**config.mk**
```make
export PLATFORM = sky130hd
export DESIGN_NAME = mdu_ctrl_flat
export DESIGN_NICKNAME = d
export VERILOG_FILES = /design/src/rtl/mdu_pkg.sv /design/src/rtl/mdu_if.sv /design/src/rtl/mdu_ctrl_div_iter.sv /design/src/rtl/mdu_ctrl.sv /design/src/flat_wrapper.sv
export SDC_FILE = /design/constraint.sdc
export NUM_CORES = 2
export LEC_CHECK = 0
export ABC_CLOCK_PERIOD_IN_PS = 20600
export BUFFER_PORTS_ARGS = -buffer_cell sky130_fd_sc_hd__buf_4
export CORE_AREA = 4 4 395 397
export CTS_BUF_LIST = sky130_fd_sc_hd__clkbuf_2 sky130_fd_sc_hd__clkbuf_4 sky130_fd_sc_hd__clkbuf_8
export CTS_CLUSTER_SIZE = 25
export DETAILED_ROUTE_END_ITERATION = 8
export DIE_AREA = 0 0 399 401
export PLACE_DENSITY = 0.58
export SLEW_MARGIN = 5
export SYNTH_ARGS = -nofsm -noshare
export SYNTH_HDL_FRONTEND = slang
export SYNTH_SLANG_ARGS = --single-unit
```
**constraint.sdc**
```tcl
create_clock -name clk -period 20.6 [get_ports clk]
set_input_delay 3.09 -clock clk [delete_from_list [all_inputs] [get_ports clk]]
set_output_delay 3.09 -clock clk [all_outputs]
set_load 0.1 [all_outputs]
```
**src/rtl/mdu_pkg.sv**
```systemverilog
// Shared definitions for the multiply/divide unit controller.
//   md_op_e      : operation codes driven by the EX-stage instruction decode
//   state_e      : controller FSM states (also visible on the debug output)
//   mul64/abs32  : arithmetic helpers used by the controller
package mdu_pkg;

  typedef enum logic [2:0] {
    OP_NONE  = 3'd0,
    OP_MULT  = 3'd1,
    OP_MULTU = 3'd2,
    OP_DIV   = 3'd3,
    OP_DIVU  = 3'd4,
    OP_MTHI  = 3'd5,
    OP_MTLO  = 3'd6
  } md_op_e;

  typedef enum logic [1:0] {
    ST_IDLE = 2'd0,
    ST_MUL  = 2'd1,
    ST_DIV  = 2'd2,
    ST_DONE = 2'd3
  } state_e;

  localparam int MUL_LAT_DEF  = 2;
  localparam int DIV_ITER_DEF = 32;

  // 33-bit extended operands cover both signed and unsigned products; the
  // 66-bit result is truncated to the architectural 64 bits.
  function automatic logic [63:0] mul64(input logic [31:0] a, input logic [31:0] b,
                                        input logic sgn);
    logic signed [32:0] sa;
    logic signed [32:0] sb;
    logic signed [65:0] p;
    sa = $signed({sgn & a[31], a});
    sb = $signed({sgn & b[31], b});
    p  = sa * sb;
    return p[63:0];
  endfunction

  // Magnitude of a signed operand; unsigned operands pass through.
  // abs(-2^31) stays 32'h80000000, which is the correct unsigned magnitude.
  function automatic logic [31:0] abs32(input logic [31:0] x, input logic sgn);
    return (sgn && x[31]) ? (~x + 32'd1) : x;
  endfunction

endpackage

```
**src/rtl/mdu_if.sv**
```systemverilog
// Pipeline <-> multiply/divide unit bundle.
// Handshake: md_valid/md_op/md_rs/md_rt describe the instruction in EX. While
// md_stall=1 the pipeline holds them stable; the instruction retires from EX
// at the first rising edge where md_stall=0, and any HI/LO write lands at that
// same edge. md_cancel flushes the EX instruction and overrides everything.
//   master : pipeline side (drives request, reads stall/busy/HI/LO)
//   slave  : mdu_ctrl side
interface mdu_if;
  import mdu_pkg::*;

  logic        md_valid;
  md_op_e      md_op;
  logic [31:0] md_rs;
  logic [31:0] md_rt;
  logic        md_cancel;
  logic        md_stall;
  logic        md_busy;
  logic [31:0] hi_o;
  logic [31:0] lo_o;

  modport master (
    output md_valid, md_op, md_rs, md_rt, md_cancel,
    input  md_stall, md_busy, hi_o, lo_o
  );

  modport slave (
    input  md_valid, md_op, md_rs, md_rt, md_cancel,
    output md_stall, md_busy, hi_o, lo_o
  );

endinterface

```
**src/rtl/mdu_ctrl_div_iter.sv**
```systemverilog
// Radix-2 restoring divider datapath, one quotient bit per step.
//   clk, resetn         : clock, async active-low reset
//   start               : load dividend/divisor magnitudes, clear counter
//   step                : perform one shift-subtract iteration
//   dividend, divisor   : unsigned magnitudes
//   quotient, remainder : running results (final once done=1)
//   count, done         : iterations performed, all iterations complete
module div_iter
  import mdu_pkg::*;
#(
  parameter int DIV_ITER = DIV_ITER_DEF,
  localparam int CW = $clog2(DIV_ITER + 1)
) (
  input  logic          clk,
  input  logic          resetn,
  input  logic          start,
  input  logic          step,
  input  logic [31:0]   dividend,
  input  logic [31:0]   divisor,
  output logic [31:0]   quotient,
  output logic [32:0]   remainder,
  output logic [CW-1:0] count,
  output logic          done
);

  logic [31:0] dvs;
  logic [32:0] shifted;
  logic [33:0] diff;

  // The quotient register starts out holding the dividend; its MSB shifts
  // into the partial remainder as each quotient bit shifts in at the bottom.
  always_comb begin
    shifted = {remainder[31:0], quotient[31]};
    diff    = {1'b0, shifted} - {2'b00, dvs};
  end

  always_ff @(posedge clk or negedge resetn) begin
    if (!resetn) begin
      quotient  <= '0;
      remainder <= '0;
      dvs       <= '0;
      count     <= '0;
    end else if (start) begin
      quotient  <= dividend;
      remainder <= '0;
      dvs       <= divisor;
      count     <= '0;
    end else if (step && !done) begin
      if (!diff[33]) begin
        remainder <= diff[32:0];
        quotient  <= {quotient[30:0], 1'b1};
      end else begin
        remainder <= shifted;
        quotient  <= {quotient[30:0], 1'b0};
      end
      count <= count + 1'b1;
    end
  end

  assign done = (count == CW'(DIV_ITER));

endmodule

```
**src/rtl/mdu_ctrl.sv**
```systemverilog
// Multiply/divide controller for the EX stage: owns HI/LO, sequences
// MULT/MULTU/DIV/DIVU over several cycles and applies MTHI/MTLO at once.
//   clk, resetn : clock, async active-low reset
//   md          : mdu_if.slave (request, stall, busy, HI/LO)
//   state_dbg   : current FSM state
module mdu_ctrl
  import mdu_pkg::*;
#(
  parameter int MUL_LAT  = MUL_LAT_DEF,
  parameter int DIV_ITER = DIV_ITER_DEF
) (
  input  logic   clk,
  input  logic   resetn,
  mdu_if.slave   md,
  output state_e state_dbg
);

  localparam int CW = $clog2(DIV_ITER + 1);
  localparam logic [CW-1:0] DIV_LAST = CW'(DIV_ITER - 1);
  // MUL state occupies MUL_LAT-2 cycles, so its last cycle has count MUL_LAT-3.
  localparam logic [1:0] MUL_LAST = (MUL_LAT > 2) ? 2'(MUL_LAT - 3) : 2'd0;

  state_e      state, state_n;
  logic [31:0] hi_q, lo_q, hi_d, lo_d;
  md_op_e      op_q;
  logic [31:0] rs_q, rt_q;
  logic [1:0]  mul_cnt;
  logic        go, stall_c, accept, div_start, div_step;

  logic [31:0]   div_quo;
  logic [32:0]   div_rem;
  logic [CW-1:0] div_count;
  logic          div_done;
  logic          unused_rem_msb;

  logic [63:0] prod_q, prod_live;
  logic        div_sgn, neg_q, neg_r;
  logic [31:0] q_fix, r_fix, res_hi, res_lo;

  div_iter #(.DIV_ITER(DIV_ITER)) u_div (
    .clk       (clk),
    .resetn    (resetn),
    .start     (div_start),
    .step      (div_step),
    .dividend  (abs32(md.md_rs, md.md_op == OP_DIV)),
    .divisor   (abs32(md.md_rt, md.md_op == OP_DIV)),
    .quotient  (div_quo),
    .remainder (div_rem),
    .count     (div_count),
    .done      (div_done)
  );

  // The partial remainder is always below the divisor once complete, so its
  // top bit is only carry headroom inside the datapath.
  assign unused_rem_msb = div_rem[32];

  // A missing md_valid mid-operation is treated exactly like a cancel.
  assign go = md.md_valid & ~md.md_cancel;

  // Result formation for the DONE cycle, from the operands latched at accept.
  always_comb begin
    prod_q    = mul64(rs_q, rt_q, op_q == OP_MULT);
    prod_live = mul64(md.md_rs, md.md_rt, md.md_op == OP_MULT);
    div_sgn   = (op_q == OP_DIV);
    neg_q     = div_sgn & (rs_q[31] ^ rt_q[31]);
    neg_r     = div_sgn & rs_q[31];
    q_fix     = neg_q ? (~div_quo + 32'd1) : div_quo;
    r_fix     = neg_r ? (~div_rem[31:0] + 32'd1) : div_rem[31:0];
    if (op_q == OP_MULT || op_q == OP_MULTU) begin
      res_hi = prod_q[63:32];
      res_lo = prod_q[31:0];
    end else if (rt_q == 32'd0) begin
      // Divide by zero: no trap, fixed pattern in LO, raw dividend in HI.
      res_hi = rs_q;
      res_lo = 32'hFFFF_FFFF;
    end else begin
      res_hi = r_fix;
      res_lo = q_fix;
    end
  end

  always_comb begin
    state_n   = state;
    stall_c   = 1'b0;
    accept    = 1'b0;
    div_start = 1'b0;
    div_step  = 1'b0;
    hi_d      = hi_q;
    lo_d      = lo_q;
    case (state)
      ST_IDLE: begin
        if (go) begin
          case (md.md_op)
            OP_MTHI: hi_d = md.md_rs;
            OP_MTLO: lo_d = md.md_rs;
            OP_MULT, OP_MULTU: begin
              if (MUL_LAT == 1) begin
                // Single-cycle multiply: the accept cycle is the done cycle.
                hi_d = prod_live[63:32];
                lo_d = prod_live[31:0];
              end else begin
                accept  = 1'b1;
                stall_c = 1'b1;
                state_n = (MUL_LAT == 2) ? ST_DONE : ST_MUL;
              end
            end
            OP_DIV, OP_DIVU: begin
              accept    = 1'b1;
              div_start = 1'b1;
              stall_c   = 1'b1;
              state_n   = ST_DIV;
            end
            default: ;
          endcase
        end
      end
      ST_MUL: begin
        if (!go) begin
          state_n = ST_IDLE;
        end else begin
          stall_c = 1'b1;
          if (mul_cnt == MUL_LAST) state_n = ST_DONE;
        end
      end
      ST_DIV: begin
        if (!go) begin
          state_n = ST_IDLE;
        end else begin
          stall_c  = 1'b1;
          div_step = ~div_done;
          if (div_count == DIV_LAST) state_n = ST_DONE;
        end
      end
      ST_DONE: begin
        if (go) begin
          hi_d = res_hi;
          lo_d = res_lo;
        end
        state_n = ST_IDLE;
      end
      default: state_n = ST_IDLE;
    endcase
  end

  always_ff @(posedge clk or negedge resetn) begin
    if (!resetn) begin
      state   <= ST_IDLE;
      hi_q    <= '0;
      lo_q    <= '0;
      op_q    <= OP_NONE;
      rs_q    <= '0;
      rt_q    <= '0;
      mul_cnt <= '0;
    end else begin
      state <= state_n;
      hi_q  <= hi_d;
      lo_q  <= lo_d;
      if (accept) begin
        op_q    <= md.md_op;
        rs_q    <= md.md_rs;
        rt_q    <= md.md_rt;
        mul_cnt <= '0;
      end else if (state == ST_MUL) begin
        mul_cnt <= mul_cnt + 2'd1;
      end
    end
  end

  // Stall is forced low while reset is held, so the pipeline is never frozen
  // by a request that arrives during reset.
  assign md.md_stall = stall_c & resetn;
  assign md.md_busy  = (state != ST_IDLE);
  assign md.hi_o     = hi_q;
  assign md.lo_o     = lo_q;
  assign state_dbg   = state;

endmodule

```
**src/flat_wrapper.sv**
```systemverilog
// flat-port wrapper written by rule: the top's interface ports become plain ports
module mdu_ctrl_flat import mdu_pkg::*;
#(
  parameter int MUL_LAT  = MUL_LAT_DEF,
  parameter int DIV_ITER = DIV_ITER_DEF
)
  (clk, resetn, state_dbg, md_md_valid, md_md_op, md_md_rs, md_md_rt, md_md_cancel, md_md_stall, md_md_busy, md_hi_o, md_lo_o);
  mdu_if md_i ();
  input  logic clk;
  input  logic resetn;
  output state_e state_dbg;
  input wire logic [$bits(md_i.md_valid)-1:0] md_md_valid;
  input wire logic [$bits(md_i.md_op)-1:0] md_md_op;
  input wire logic [$bits(md_i.md_rs)-1:0] md_md_rs;
  input wire logic [$bits(md_i.md_rt)-1:0] md_md_rt;
  input wire logic [$bits(md_i.md_cancel)-1:0] md_md_cancel;
  output wire logic [$bits(md_i.md_stall)-1:0] md_md_stall;
  output wire logic [$bits(md_i.md_busy)-1:0] md_md_busy;
  output wire logic [$bits(md_i.hi_o)-1:0] md_hi_o;
  output wire logic [$bits(md_i.lo_o)-1:0] md_lo_o;
  assign md_i.md_valid = md_md_valid;
  assign md_i.md_op = md_md_op;
  assign md_i.md_rs = md_md_rs;
  assign md_i.md_rt = md_md_rt;
  assign md_i.md_cancel = md_md_cancel;
  assign md_md_stall = md_i.md_stall;
  assign md_md_busy = md_i.md_busy;
  assign md_hi_o = md_i.hi_o;
  assign md_lo_o = md_i.lo_o;
  mdu_ctrl #(.MUL_LAT(MUL_LAT), .DIV_ITER(DIV_ITER)) u_core (.clk(clk), .resetn(resetn), .md(md_i), .state_dbg(state_dbg));
endmodule
```
==> Word-level counts from Yosys, hierarchy flattened <==
Index checks and enable logic that the tools add are counted.
{ "totals": {"ff_bits": 237, "input_bits": 71, "out_inout_bits": 68, "elab_cells": 115} }
{ "classes": {"addsub": 7, "multipliers": 1, "eq_ne": 21, "muxes": 43, "bitwise": 13, "reduce_logical": 19} }
{ "ops": {"columns": ["cell", "n"], "rows": [
  ["$mux W32", 19],
  ["$add A32 B1 Y32 const B", 4],
  ["$not A32 Y32", 4],
  ["$pmux W32 S2", 2],
  ["$mul A33 B33 Y64", 1],
  ["$sub A33 B32 Y34", 1],
  ["$logic_not A32 Y1", 1],
  ["$mux W2", 7],
  ["$eq A3 B2 Y1 const B", 4],
  ["$mux W6", 2],
  ["$reduce_and A4 Y1", 3],
  ["$mux W1", 10],
  ["$eq A3 B3 Y1 const B", 3],
  ["$ne A3 B3 Y1 const B", 3],
  ["$pmux W2 S4", 1],
  ["$reduce_bool A2 Y1", 4],
  ["$add A6 B1 Y6 const B", 1],
  ["$and A1 B1 Y1", 6],
  ["$eq A3 B1 Y1 const B", 2],
  ["$eq A6 B5 Y1 const B", 1],
  ["$eq A6 B6 Y1 const B", 1],
  ["$reduce_or A2 Y1", 3],
  ["$eq A2 B2 Y1 const B", 2],
  ["$logic_not A2 Y1", 2],
  ["other kinds (12)", 17]
]} }

==> Depth between registers and ports, before layout <==
{ "depth": {"ltp_word": 7, "ltp_mapped": 31, "depth_no_buf": 29} }

==> Hierarchy <==
Synthesis repeated with hierarchy kept, for this count alone.
{ "unflattened": {"cells_unflattened": 6196, "hier_area_um2": 53734.0} }
{ "modules_own_cells": {"columns": ["module", "n_inst", "cells_each", "area_each_um2", "seq_area_each_um2"], "rows": [
  ["mdu_ctrl", 1, 5452, 47199.0, 3378.2],
  ["div_iter", 1, 744, 6535.0, 2577.5]
]} }

==> Least setup slack after synthesis <==
No wires, ideal clock.
{ "synth_timing": {"path_kind": "input to output", "start": "in md_md_op[2]", "end": "out md_md_stall", "t_arrival_ns": 5.360, "t_required_ns": 17.510, "setup_slack_ns": 12.150, "stages": 5, "n_path_buf": 2, "cell_sequence": "clkbuf_1 -> xnor2_1 -> nand3_1 -> clkbuf_1 -> a21oi_1"} }
{ "synth_between": {"elab_chain_cells": 6, "word_cells_on_any_way": 9, "cone_classes": "4 x eq/ne; 3 x mux; 1 x bitwise; 1 x reduce/logical"} }
{ "synth_rtl": {"columns": ["item", "line", "rtl"], "rows": [
  ["from (decl)", "flat_wrapper.sv:13", "input wire logic [$bits(md_i.md_op)-1:0] md_md_op;"],
  ["$eq A3 B3 Y1 (tied with other cells)", "mdu_ctrl.sv:93", "case (md.md_op)"],
  ["$reduce_or A4 Y1 (no source line) *", null, null],
  ["$mux W1 *", null, null],
  ["$mux W1 *", "mdu_ctrl.sv:92", "if (go) begin"],
  ["$pmux W1 S2 *", "mdu_ctrl.sv:90", "case (state)"],
  ["$and A1 B1 Y1 *", "mdu_ctrl.sv:171", "assign md.md_stall = stall_c & resetn;"],
  ["to (decl)", "flat_wrapper.sv:17", "output wire logic [$bits(md_i.md_stall)-1:0] md_md_stall;"]
]} }
Mark *: on every way between the ends. The rest lies on a longest branch, timed or not.

==> Final worst setup path <==
{ "layout_timing": {"start": "reg u_core.op_q[2]", "end": "reg u_core.hi_q[31] (netlist: u_core.md.hi_o[31])"} }
{ "layout_between": {"elab_chain_cells": 7, "word_cells_on_any_way": 13, "cone_classes": "1 x mul; 3 x eq/ne; 5 x mux; 3 x bitwise; 1 x reduce/logical"} }
{ "layout_rtl": {"columns": ["item", "line", "rtl"], "rows": [
  ["from (decl)", "mdu_ctrl.sv:25", "md_op_e op_q;"],
  ["from (signal assigned)", "mdu_ctrl.sv:159", "op_q <= md.md_op;"],
  ["parallel branches: the longest is 4 deep, another holds $mul A33 B33 Y64", null, null],
  ["$mux W32 *", "mdu_ctrl.sv:69", "if (op_q == OP_MULT || op_q == OP_MULTU) begin"],
  ["$mux W32 *", "mdu_ctrl.sv:135", "if (go) begin"],
  ["$pmux W32 S2 *", "mdu_ctrl.sv:90", null],
  ["to (signal assigned)", "mdu_ctrl.sv:156", "hi_q <= hi_d;"],
  ["to (decl)", "mdu_ctrl.sv:24", "logic [31:0] hi_q, lo_q, hi_d, lo_d;"]
]} }
Mark *: on every way between the ends. The select of a mux whose other input is x is not followed.
A chain may end at the register's enable or synchronous reset.

==> flow_summary.toml <==
[status]
run_status = "complete, no violations"

[timing]
fmax_mhz = 105
fin_hold_ws_ns = 0.478
setup_violations = 0
layout_worst_path_cycle_share = 0.464
slew_violations = 0
timing_worst_slew_pin_value_ns = 1.12
clock_skew_ns = 0.0323
timing_hold_violations_final = 0
post-route-min-period_ns = 9.55
unrepaired_setup_endpoints_after_global_routing = "false"
worst_slew_slack_as_a_fraction_of_its_limit = 0.256
fin_tns_setup_ns = 0

[setup_path]
r2r_setup_slack_ns = 11.05
reg2regPathDepth = 30
critPathCaptureType = "flop"
timing.critical_path.slowest_stage_cell = "sky130_fd_sc_hd__fa_1"
critical_path_arrival_ns = 10.05
r2r_end = "u_core.md.hi_o[31]"
crit_fanout = 21
critical-path-top-cell-by-count = "sky130_fd_sc_hd__fa_1"
worstSetupEndpoint = "u_core.md.hi_o[31]"
path_class = "flop to flop"
max_stage_delay_ns = 0.87
regToRegStartpoint = "u_core.op_q[2]"
crit_path_start = "u_core.op_q[2]"
endpoint_required_time_on_the_critical_path_ns = 21.10
setup.worst_path.start_class = "flop"

[clocking]
cts_root_buf = "sky130_fd_sc_hd__clkbuf_8"
cts.repair.resized = 0
cts.repair_timing.setup_buffer_count = 0
cts.hold.buffers_added = 0
cts.path.max_buffers = 3
total_cts_buffers = 46
htree_num_levels = 2
worst_setup_hold_path_clk_slew_ns = 0.06
clock_latency_ns = 0.64
tritoncts_clock_tree = "built"
clock_sinks = 237

[grt]
grt_antenna_before_repair = 11
grt_max_degree = 164
first_pass_grt_wire_length_um = 263000
grt_remaining_overflow = 0
grt_pass1_vias = 44300
grt_usage = 0.210

[cells_and_area]
final_area_sq_um = 57100
fillerInstances = 15600
highest_count_cells_in_the_layout_ignoring_fill_and_taps = "sky130_fd_sc_hd__inv_1, sky130_fd_sc_hd__fa_1, sky130_fd_sc_hd__nand2_1"
layout-drive-gt1-share = 0.0681
final_common_cell = "sky130_fd_sc_hd__inv_1"
area.growth.synth_to_final_pct = 7.21
finalNetCount = 7412

[synth]
syn_avg_cell_area_sq_um = 8.77
netlist_area_sq_um = 53200
postSynthRegisterBits = 237
ys_dominant_reg_cell = "sky130_fd_sc_hd__dfrtp_1"
synth_fp_nets = 7523
share_of_the_synthesized_area_in_the_top_cell_type = 0.424
synth_seq_area_share = 0.111
synth-edff-count = 0
synthCells = 6070
synth_cell_types = 84
yosysWarnings = 0
asyncSetResetFlopFracSynth = 1.00
synth_area_leader_cell = "sky130_fd_sc_hd__fa_1"
synth_top_cells_by_area = "sky130_fd_sc_hd__fa_1, sky130_fd_sc_hd__dfrtp_1, sky130_fd_sc_hd__inv_1"

[detailed_routing]
avgViaCountPerCell = 5.16
postRouteAntennaNets = 0
wl_um = 165000
first_iter_violations = 2990
detailedRoute.firstPassIterationCount = 6
drc_errors = 0
num_vias = 41400
wire_per_inst_um = 20.6

[die]
row_count = 143
start_util = 0.350
chipHeight_um = 401
core-area_sq_um = 152000
die_width_um = 399
design.die.area_sq_um = 160000
ioPinCount = 139

[job]
drv.max_cap_violation_count = 0

[place]
finalWeightedCongestion = 0.914
place.detailed.hpwl_um = 129000
placed_area_sq_um = 56100
io_buffers = 138

[hold_path]
worst_hold_path_type = "flop to flop"
[registers in the layout (all words and copies together) (netlist names)]
signal                  count
u_core.u_div.quotient      32
u_core.op_q                 3
u_core.rs_q                32
u_core.state_dbg            2
u_core.md.hi_o             32
u_core.mul_cnt              2
u_core.u_div.count          6
u_core.rt_q                32
u_core.md.lo_o             32
u_core.u_div.dvs           32
u_core.u_div.remainder     32
[per-stage QoR]
stage	std cells	setup slack, ns	util
5_1_grt	8022	10.24	0.376
6_report	8026	11.05	0.376
3_5_place_dp	7941	11.11	0.369
2_1_floorplan	6070	12.15	-
3_3_place_gp	7941	11.26	0.369
4_1_cts	8022	11.07	0.376
[synth_stat cells, drive strengths merged, types with 6 or more instances]
library cell	instances
or4	8
or3	18
o21ai	202
o22ai	6
o211ai	19
o31ai	25
nand3	39
and2	305
a31oi	82
dfrtp	237
nor2b	17
o21bai	17
nand4	20
a211oi	22
mux2	57
a311oi	7
inv	1215
nor3	53
a21o	41
mux2i	17
a221oi	14
nor2	250
o21a	11
o221ai	20
xor2	97
and3	36
a21oi	227
or2	14
buf	20
fa	1126
nand2	1009
nor4	22
clkbuf	356
xnor2	118
nand2b	15
ha	256
o41ai	7
[worst max-delay path: cells and delay by family, from the launching register on]
family / cells / cell delay [ns]
AO/OA/AOI/OAI: 8 / 1.63
buffers and inverters: 8 / 1.38
adder cells (fa/ha/maj): 9 / 4.58
AND/OR/NAND/NOR: 4 / 1.19
multiplexers: 1 / 0.21
flip-flops: 1 / 0.44
[cells by family after synthesis]
kind of cell | after synthesis | share of synthesized area
fa+ha+maj | 1382 | 0.484
buf+inv | 1592 | 0.113
mux | 74 | 0.0153
xor+xnor | 215 | 0.0354
compound gates | 745 | 0.0864
simple gates | 1825 | 0.155
flops | 237 | 0.111
[layout make-up]
cell class	count	area (sq um)	share of cell area
Antenna cell	4	10.0	0.000175
Tap cell	2030	2540	0.0445
Sequential cell	237	5940	0.104
Clock inverter	14	130	0.00228
Clock buffer	67	866	0.0152
Multi-Input combinational cell	4241	41400	0.725
Inverter	1216	4560	0.0800
Timing Repair Buffer	217	1650	0.0289
[metal layers]
layer	routed length, um	vias up	global-route usage	share of wire
li1	-	18200	-	-
met1	67600	21500	0.275	0.41
met2	80300	1349	0.359	0.49
met3	11000	278	0.0315	0.067
met4	6150	0	0.0657	0.037
met5	0	-	0	0
[worst min-delay path by stage]
stage                               startpoint                    to  slack (ns)  cells after the start
after floorplan           u_core.u_div.dvs[10]  u_core.u_div.dvs[10]        0.45                      2
after global placement     u_core.u_div.dvs[2]   u_core.u_div.dvs[2]        0.47                      2
after detailed placement  u_core.u_div.dvs[19]  u_core.u_div.dvs[19]        0.47                      2
after CTS                 u_core.u_div.dvs[19]  u_core.u_div.dvs[19]        0.48                      2
after global routing       u_core.u_div.dvs[3]   u_core.u_div.dvs[3]        0.52                      2
final                     u_core.u_div.dvs[19]  u_core.u_div.dvs[19]        0.48                      2
Power is not shown: default switching activity piles up to over one toggle a cycle in this logic, so the estimate is an artifact.
